--- src/rtl/spike_out_packetizer_pkg.sv ---
// spike_out_packetizer_pkg: shared widths, packet layout and scan-state encoding.
package spike_out_packetizer_pkg;

    localparam int NUM_NEURONS = 32;
    localparam int NEURON_ID_W = 5;
    localparam int CORE_ID_W   = 8;
    localparam int TS_W        = 8;
    localparam int FIFO_DEPTH  = 16;
    localparam int PKT_W       = CORE_ID_W + TS_W + NEURON_ID_W;

    localparam int NID_LSB  = 0;
    localparam int TS_LSB   = NID_LSB + NEURON_ID_W;
    localparam int CORE_LSB = TS_LSB + TS_W;

    typedef enum logic {IDLE, SCAN} state_t;

    // Lowest-index set bit; returns 0 for an empty vector.
    function automatic logic [NEURON_ID_W-1:0] lowest_set(input logic [NUM_NEURONS-1:0] v);
        lowest_set = '0;
        for (int i = NUM_NEURONS - 1; i >= 0; i--)
            if (v[i]) lowest_set = NEURON_ID_W'(i);
    endfunction

    function automatic logic [PKT_W-1:0] make_pkt(input logic [CORE_ID_W-1:0] core,
                                                   input logic [TS_W-1:0] ts,
                                                   input logic [NEURON_ID_W-1:0] nid);
        make_pkt = {core, ts, nid};
    endfunction

endpackage

--- src/rtl/spike_out_packetizer_if.sv ---
// spike_out_packetizer_if: spike-vector input link and packet output link of the packetizer.
interface spike_out_packetizer_if;
    import spike_out_packetizer_pkg::*;

    logic [NUM_NEURONS-1:0] spike_vec_i;
    logic                   spike_vld_i;
    logic                   spike_rdy_o;
    logic                   ts_clr_i;
    logic [PKT_W-1:0]       pkt_o;
    logic                   pkt_vld_o;
    logic                   pkt_rdy_i;
    logic                   busy_o;

    modport master (
        input  spike_vec_i, spike_vld_i, ts_clr_i, pkt_rdy_i,
        output spike_rdy_o, pkt_o, pkt_vld_o, busy_o
    );

    modport slave (
        output spike_vec_i, spike_vld_i, ts_clr_i, pkt_rdy_i,
        input  spike_rdy_o, pkt_o, pkt_vld_o, busy_o
    );

endinterface

--- src/rtl/spike_out_packetizer_fifo.sv ---
// spike_pkt_fifo: synchronous FIFO; push ignored when full, pop ignored when empty, no bypass.
module spike_pkt_fifo #(
    parameter int WIDTH = 21,
    parameter int DEPTH = 16
) (
    input  logic                     clk,
    input  logic                     rst,
    input  logic                     push,
    input  logic                     pop,
    input  logic [WIDTH-1:0]         din,
    output logic [WIDTH-1:0]         dout,
    output logic                     full,
    output logic                     empty,
    output logic [$clog2(DEPTH):0]   count
);

    localparam int AW = $clog2(DEPTH);

    logic [WIDTH-1:0] mem_q [DEPTH];
    logic [AW-1:0]    wr_q, wr_d, rd_q, rd_d;
    logic [AW:0]      cnt_q, cnt_d;
    logic             do_push, do_pop;

    assign full  = cnt_q == (AW+1)'(DEPTH);
    assign empty = cnt_q == '0;
    assign count = cnt_q;
    // Head is forced to zero when empty so the output is clean after reset.
    assign dout  = empty ? '0 : mem_q[rd_q];

    always_comb begin
        do_push = push && !full;
        do_pop  = pop && !empty;
        wr_d    = do_push ? wr_q + 1'b1 : wr_q;
        rd_d    = do_pop ? rd_q + 1'b1 : rd_q;
        cnt_d   = cnt_q + {{AW{1'b0}}, do_push} - {{AW{1'b0}}, do_pop};
    end

    always_ff @(posedge clk) begin
        if (rst) begin
            wr_q  <= '0;
            rd_q  <= '0;
            cnt_q <= '0;
        end else begin
            wr_q  <= wr_d;
            rd_q  <= rd_d;
            cnt_q <= cnt_d;
        end
    end

    always_ff @(posedge clk) begin
        if (do_push) mem_q[wr_q] <= din;
    end

endmodule

--- src/rtl/spike_out_packetizer.sv ---
// spike_out_packetizer: scans each accepted spike vector lowest-bit-first into
// {core, timestep, neuron} packets queued in a FIFO towards the router.
module spike_out_packetizer
    import spike_out_packetizer_pkg::*;
#(
    parameter logic [CORE_ID_W-1:0] CORE_ID = '0
) (
    input  logic                  clk,
    input  logic                  rst,
    spike_out_packetizer_if.master bus
);

    state_t                   state_q, state_d;
    logic [NUM_NEURONS-1:0]   pending_q, pending_d;
    logic [TS_W-1:0]          ts_q, ts_d, ts_cur_q, ts_cur_d;
    logic [NEURON_ID_W-1:0]   nid;
    logic [PKT_W-1:0]         pkt_d;
    logic                     accept, push, pop, full, empty;
    logic [$clog2(FIFO_DEPTH):0] count;

    assign bus.spike_rdy_o = (state_q == IDLE) && !rst;
    assign accept          = bus.spike_vld_i && bus.spike_rdy_o;
    assign pop             = bus.pkt_vld_o && bus.pkt_rdy_i;
    assign bus.pkt_vld_o   = !empty;
    assign bus.busy_o      = (state_q == SCAN) || (count != '0);

    always_comb begin
        nid       = lowest_set(pending_q);
        push      = (state_q == SCAN) && !full;
        pkt_d     = make_pkt(CORE_ID, ts_cur_q, nid);
        pending_d = accept ? bus.spike_vec_i
                  : push   ? pending_q & ~(NUM_NEURONS'(1) << nid)
                  : pending_q;
        // A clear coinciding with an accept stamps this vector with 0 and moves on to 1.
        ts_cur_d  = accept ? (bus.ts_clr_i ? '0 : ts_q) : ts_cur_q;
        ts_d      = bus.ts_clr_i ? TS_W'(accept) : accept ? ts_q + 1'b1 : ts_q;
        state_d   = accept ? (|bus.spike_vec_i ? SCAN : IDLE)
                  : (push && pending_d == '0) ? IDLE
                  : state_q;
    end

    always_ff @(posedge clk) begin
        if (rst) begin
            state_q   <= IDLE;
            pending_q <= '0;
            ts_q      <= '0;
            ts_cur_q  <= '0;
        end else begin
            state_q   <= state_d;
            pending_q <= pending_d;
            ts_q      <= ts_d;
            ts_cur_q  <= ts_cur_d;
        end
    end

    spike_pkt_fifo #(
        .WIDTH (PKT_W),
        .DEPTH (FIFO_DEPTH)
    ) u_fifo (
        .clk   (clk),
        .rst   (rst),
        .push  (push),
        .pop   (pop),
        .din   (pkt_d),
        .dout  (bus.pkt_o),
        .full  (full),
        .empty (empty),
        .count (count)
    );

endmodule

--- src/flat_wrapper.sv ---
// flat-port wrapper written by rule: the top's interface ports become plain ports
module spike_out_packetizer_flat import spike_out_packetizer_pkg::*;
#(
    parameter logic [CORE_ID_W-1:0] CORE_ID = '0
)
  (clk, rst, bus_spike_vec_i, bus_spike_vld_i, bus_ts_clr_i, bus_pkt_rdy_i, bus_spike_rdy_o, bus_pkt_o, bus_pkt_vld_o, bus_busy_o);
  spike_out_packetizer_if bus_i ();
  input  logic clk;
  input  logic rst;
  input wire logic [$bits(bus_i.spike_vec_i)-1:0] bus_spike_vec_i;
  input wire logic [$bits(bus_i.spike_vld_i)-1:0] bus_spike_vld_i;
  input wire logic [$bits(bus_i.ts_clr_i)-1:0] bus_ts_clr_i;
  input wire logic [$bits(bus_i.pkt_rdy_i)-1:0] bus_pkt_rdy_i;
  output wire logic [$bits(bus_i.spike_rdy_o)-1:0] bus_spike_rdy_o;
  output wire logic [$bits(bus_i.pkt_o)-1:0] bus_pkt_o;
  output wire logic [$bits(bus_i.pkt_vld_o)-1:0] bus_pkt_vld_o;
  output wire logic [$bits(bus_i.busy_o)-1:0] bus_busy_o;
  assign bus_i.spike_vec_i = bus_spike_vec_i;
  assign bus_i.spike_vld_i = bus_spike_vld_i;
  assign bus_i.ts_clr_i = bus_ts_clr_i;
  assign bus_i.pkt_rdy_i = bus_pkt_rdy_i;
  assign bus_spike_rdy_o = bus_i.spike_rdy_o;
  assign bus_pkt_o = bus_i.pkt_o;
  assign bus_pkt_vld_o = bus_i.pkt_vld_o;
  assign bus_busy_o = bus_i.busy_o;
  spike_out_packetizer #(.CORE_ID(CORE_ID)) u_core (.clk(clk), .rst(rst), .bus(bus_i));
endmodule
--- config.mk ---
export PLATFORM = sky130hd
export DESIGN_NAME = spike_out_packetizer_flat
export DESIGN_NICKNAME = d
export VERILOG_FILES = /design/src/rtl/spike_out_packetizer_pkg.sv /design/src/rtl/spike_out_packetizer_if.sv /design/src/rtl/spike_out_packetizer_fifo.sv /design/src/rtl/spike_out_packetizer.sv /design/src/flat_wrapper.sv
export SDC_FILE = /design/constraint.sdc
export NUM_CORES = 1
export LEC_CHECK = 0
export BUFFER_PORTS_ARGS = -buffer_cell sky130_fd_sc_hd__buf_2
export CORE_MARGIN = 2
export CORE_UTILIZATION = 40
export DETAILED_ROUTE_END_ITERATION = 8
export PLACE_DENSITY = 0.64
export SYNTH_ARGS = -nofsm -noshare
export SYNTH_HDL_FRONTEND = slang
export SYNTH_SLANG_ARGS = --single-unit
--- constraint.sdc ---
create_clock -name clk -period 3.96 [get_ports clk]
set_clock_uncertainty 0.1 [all_clocks]
set_input_delay 0.396 -clock clk [delete_from_list [all_inputs] [get_ports clk]]
set_output_delay 0.396 -clock clk [all_outputs]
set_load 0.01 [all_outputs]
==> results.cfg <==
[timing]
timing.fmax_mhz = 282
worst_slack_ns = 0.412
min_period_ns = 3.55
hold_violations = 0
rsz0062_at_grt = no
tightest_slew_ns = 0.980
finalSetupTns_ns = 0
slew_viol_final = 0
timing.slew.headroom_pct = 34.6
fin_crit_sh_pct = 89.6
setup_viol = 0

[layout]
fillers = 2515
antenna_cells = 0
final_util_pct = 47.1
final_cell_mix = 208 x edfxtp_1, 76 x nor2_1, 65 x mux4_2
layout_commonest_cell = edfxtp_1
fin_nets = 908
area_growth_syn_to_layout_pct = 15.4
drive_gt1_share_pct = 24.1

[yosys]
avgSynthCellArea_um2 = 15.0
synth-edff-count = 208
ys_types = 66
dominantRegCellSynth = edfxtp_1
syn_inst = 787
synth.ff_latch_count = 274
seq_area_frac_synth_pct = 64.2
ys_warn_count = 0
netlist_top_cells_area = edfxtp_1 53%, mux4_2 12%, dfxtp_1 11%
synthArstFlopShare_pct = 0
synth_largest_area_cell = edfxtp_1
netlist_area_um2 = 11800
yosys.area.top_type_share_pct = 53.0

[clock_network]
post-cts-setup-buffers = 0
root_buffer = clkbuf_16
cts_buffer_depth = 3
clock_latency_ns = 0.56
ctsHtreeMaxLevel = 1
clkSinkCount = 274
cts_tree = done
clk_pin_slew_ns = 0.07
numCtsBuffers = 28

[setup_path]
required_ns = 4.28
arrival_ns = 3.87
crit_path_max_fanout = 11
r2r_start = u_core.u_fifo.count[2]$_SDFF_PP0_
reg2regPathDepth = 12
path_cells = inv_1 > ha_1 > nand2b_1 > o21a_1 > inv_1 > nor3_2 > nor3b_1 > nand3_1 > a21oi_1 > o31ai_1 > nor4b_1 > a31oi_1
critical-path-slowest-cell = nor3_2
cpPeakStageDelay_ns = 0.67
cp-startpoint = u_core.u_fifo.count[2]$_SDFF_PP0_
cp-start-kind = register
end_kind = register
cp_common_cell = inv_1
crit_end = u_core.state_q$_SDFFE_PP0P_
rr_endpoint = u_core.state_q$_SDFFE_PP0P_
r2r_setup_slack_ns = 0.41
path_class = register to register

[route]
drt_wl_total_mm = 27.9
via_count = 7104
drc = 0
detail-route-antenna-nets = 0
drt-initial-drc-count = 735
vias_per_cell = 5.62
dr.pass1.iters = 7
wl_per_cell_um = 22.0

[floorplanning]
io-pin-count = 61
start_util_pct = 40.8
die_h_um = 176
fp.coreArea_um2 = 28900
rows = 62
die_w_um = 176
die_area_um2 = 30800

[outcome]
outcome = finished clean

[placed_design]
post-dp-hpwl_mm = 17.9
pre_cts_slack_ns = 0.511
port_buffers = 52
place.gp.congestion = 0.916

[run]
drv_cap = 0

[grt]
grt_max_degree = 53
grt_overflow = 0
grt_pass1_vias = 7169
grt_pass1_wl_mm = 42.8
antenna_found_initial = 0
grtUsageTotal_pct = 18.3

[power_and_ir_drop]
p_leak_nw = 4.53
p_per_area_nw_per_um2 = 591
vdd_drop_max_mv = 0.331

[worst_hold_path]
hold_class = input pin to register
stage by stage:
| stage | hold slack, ns | cell area [um^2] | power (mW) | std cells |
|---|---|---|---|---|
| finish | 0.0263 | 13600 | 8.03 | 1264 |
| global route | 0.0409 | 13600 | 8.37 | 1264 |
| CTS | 0.00967 | 13600 | 8.10 | 1263 |
| detailed placement | 0.403 | 12500 | 5.24 | 1208 |
| global placement | 0.388 | 12500 | 5.23 | 1208 |
| floorplan | 0.367 | 11800 | 4.66 | 794 |
logic make-up after synthesis:
| kind of cell | count (synthesis) | synth area share, % |
|---|---|---|
| DFF | 274 | 64.2 |
| and+or+nand+nor | 229 | 10.3 |
| AOI/OAI and AO/OA | 105 | 6.16 |
| muxes | 88 | 14.4 |
| buffers and inverters | 61 | 2.27 |
| xor gates and xnor gates | 16 | 1.19 |
| adders and majority gates | 13 | 1.44 |
| other | 1 | 0.0318 |
cells in the mapped netlist, drive strengths merged, types with 15 or more instances:
cell type and number:
and2 16, mux2i 22, mux4 65, edfxtp 208, a211oi 20, a21oi 35, nor2b 24, nand2 23
nor3 23, inv 19, dfxtp 66, nor4 15, clkbuf 17, nor2 76, buf 25
sequential cells by signal, summed over array words and instances, names as in the netlist, named ones only:
name / count
u_core.u_fifo.count: 5
u_core.u_fifo.mem_q: 208
u_core.u_fifo.rd_q: 4
u_core.ts_q: 8
u_core.pending_q: 32
u_core.u_fifo.wr_q: 4
u_core.ts_cur_q: 8
u_core.state_q: 1
how the worst min path moves through the flow:
stage | startpoint | to | slack (ns) | cells after the start
final | bus_spike_vec_i[13] | u_core.pending_q[13]$_SDFF_PP0_ | 0.03 | 3
after global placement | u_core.ts_q[1]$_SDFFE_PP0P_ | u_core.ts_q[1]$_SDFFE_PP0P_ | 0.39 | 2
after floorplan | u_core.ts_q[1]$_SDFFE_PP0P_ | u_core.ts_q[1]$_SDFFE_PP0P_ | 0.37 | 2
after detailed placement | u_core.ts_q[1]$_SDFFE_PP0P_ | u_core.ts_q[1]$_SDFFE_PP0P_ | 0.40 | 2
after CTS | bus_spike_vec_i[13] | u_core.pending_q[13]$_SDFF_PP0_ | 0.01 | 3
after global routing | bus_spike_vec_i[23] | u_core.pending_q[23]$_SDFF_PP0_ | 0.04 | 3
worst max-delay path, delay by kind of cell (launching register included):
kind	cells	cell delay (ns)
buffers and inverters	2	0.37
DFF	1	0.33
AOI/OAI and AO/OA	4	0.71
and+or+nand+nor	5	1.70
adders and majority gates	1	0.19
layer usage:
layer / part of all wire [%] / global-route usage (%)
met5: 0 / 0
met4: 3.1 / 5.92
met3: 5.6 / 2.60
met2: 48 / 30.3
met1: 44 / 25.1
cell type report:
class	instances	area [um^2]	area share, %
Inverter	19	71.3	0.524
Clock inverter	18	275	2.02
Sequential cell	274	7570	55.7
Tap cell	384	480	3.53
Multi-Input combinational cell	459	3980	29.3
Timing Repair Buffer	76	473	3.48
Clock buffer	34	743	5.47
what timing repair did:
item / in CTS / in global routing
hold buffers: 3 / 0
hold endpoints to repair: 3 / 0
resized for setup: 0 / 0
where the power goes:
part | switching (mW) | internal [mW] | total (mW)
Sequential | 0.131 | 3.26 | 3.39
Combinational | 0.938 | 0.838 | 1.78
Clock | 1.13 | 1.74 | 2.86
Total | 2.20 | 5.84 | 8.03
No activity file was read; power rests on OpenSTA's default activity.
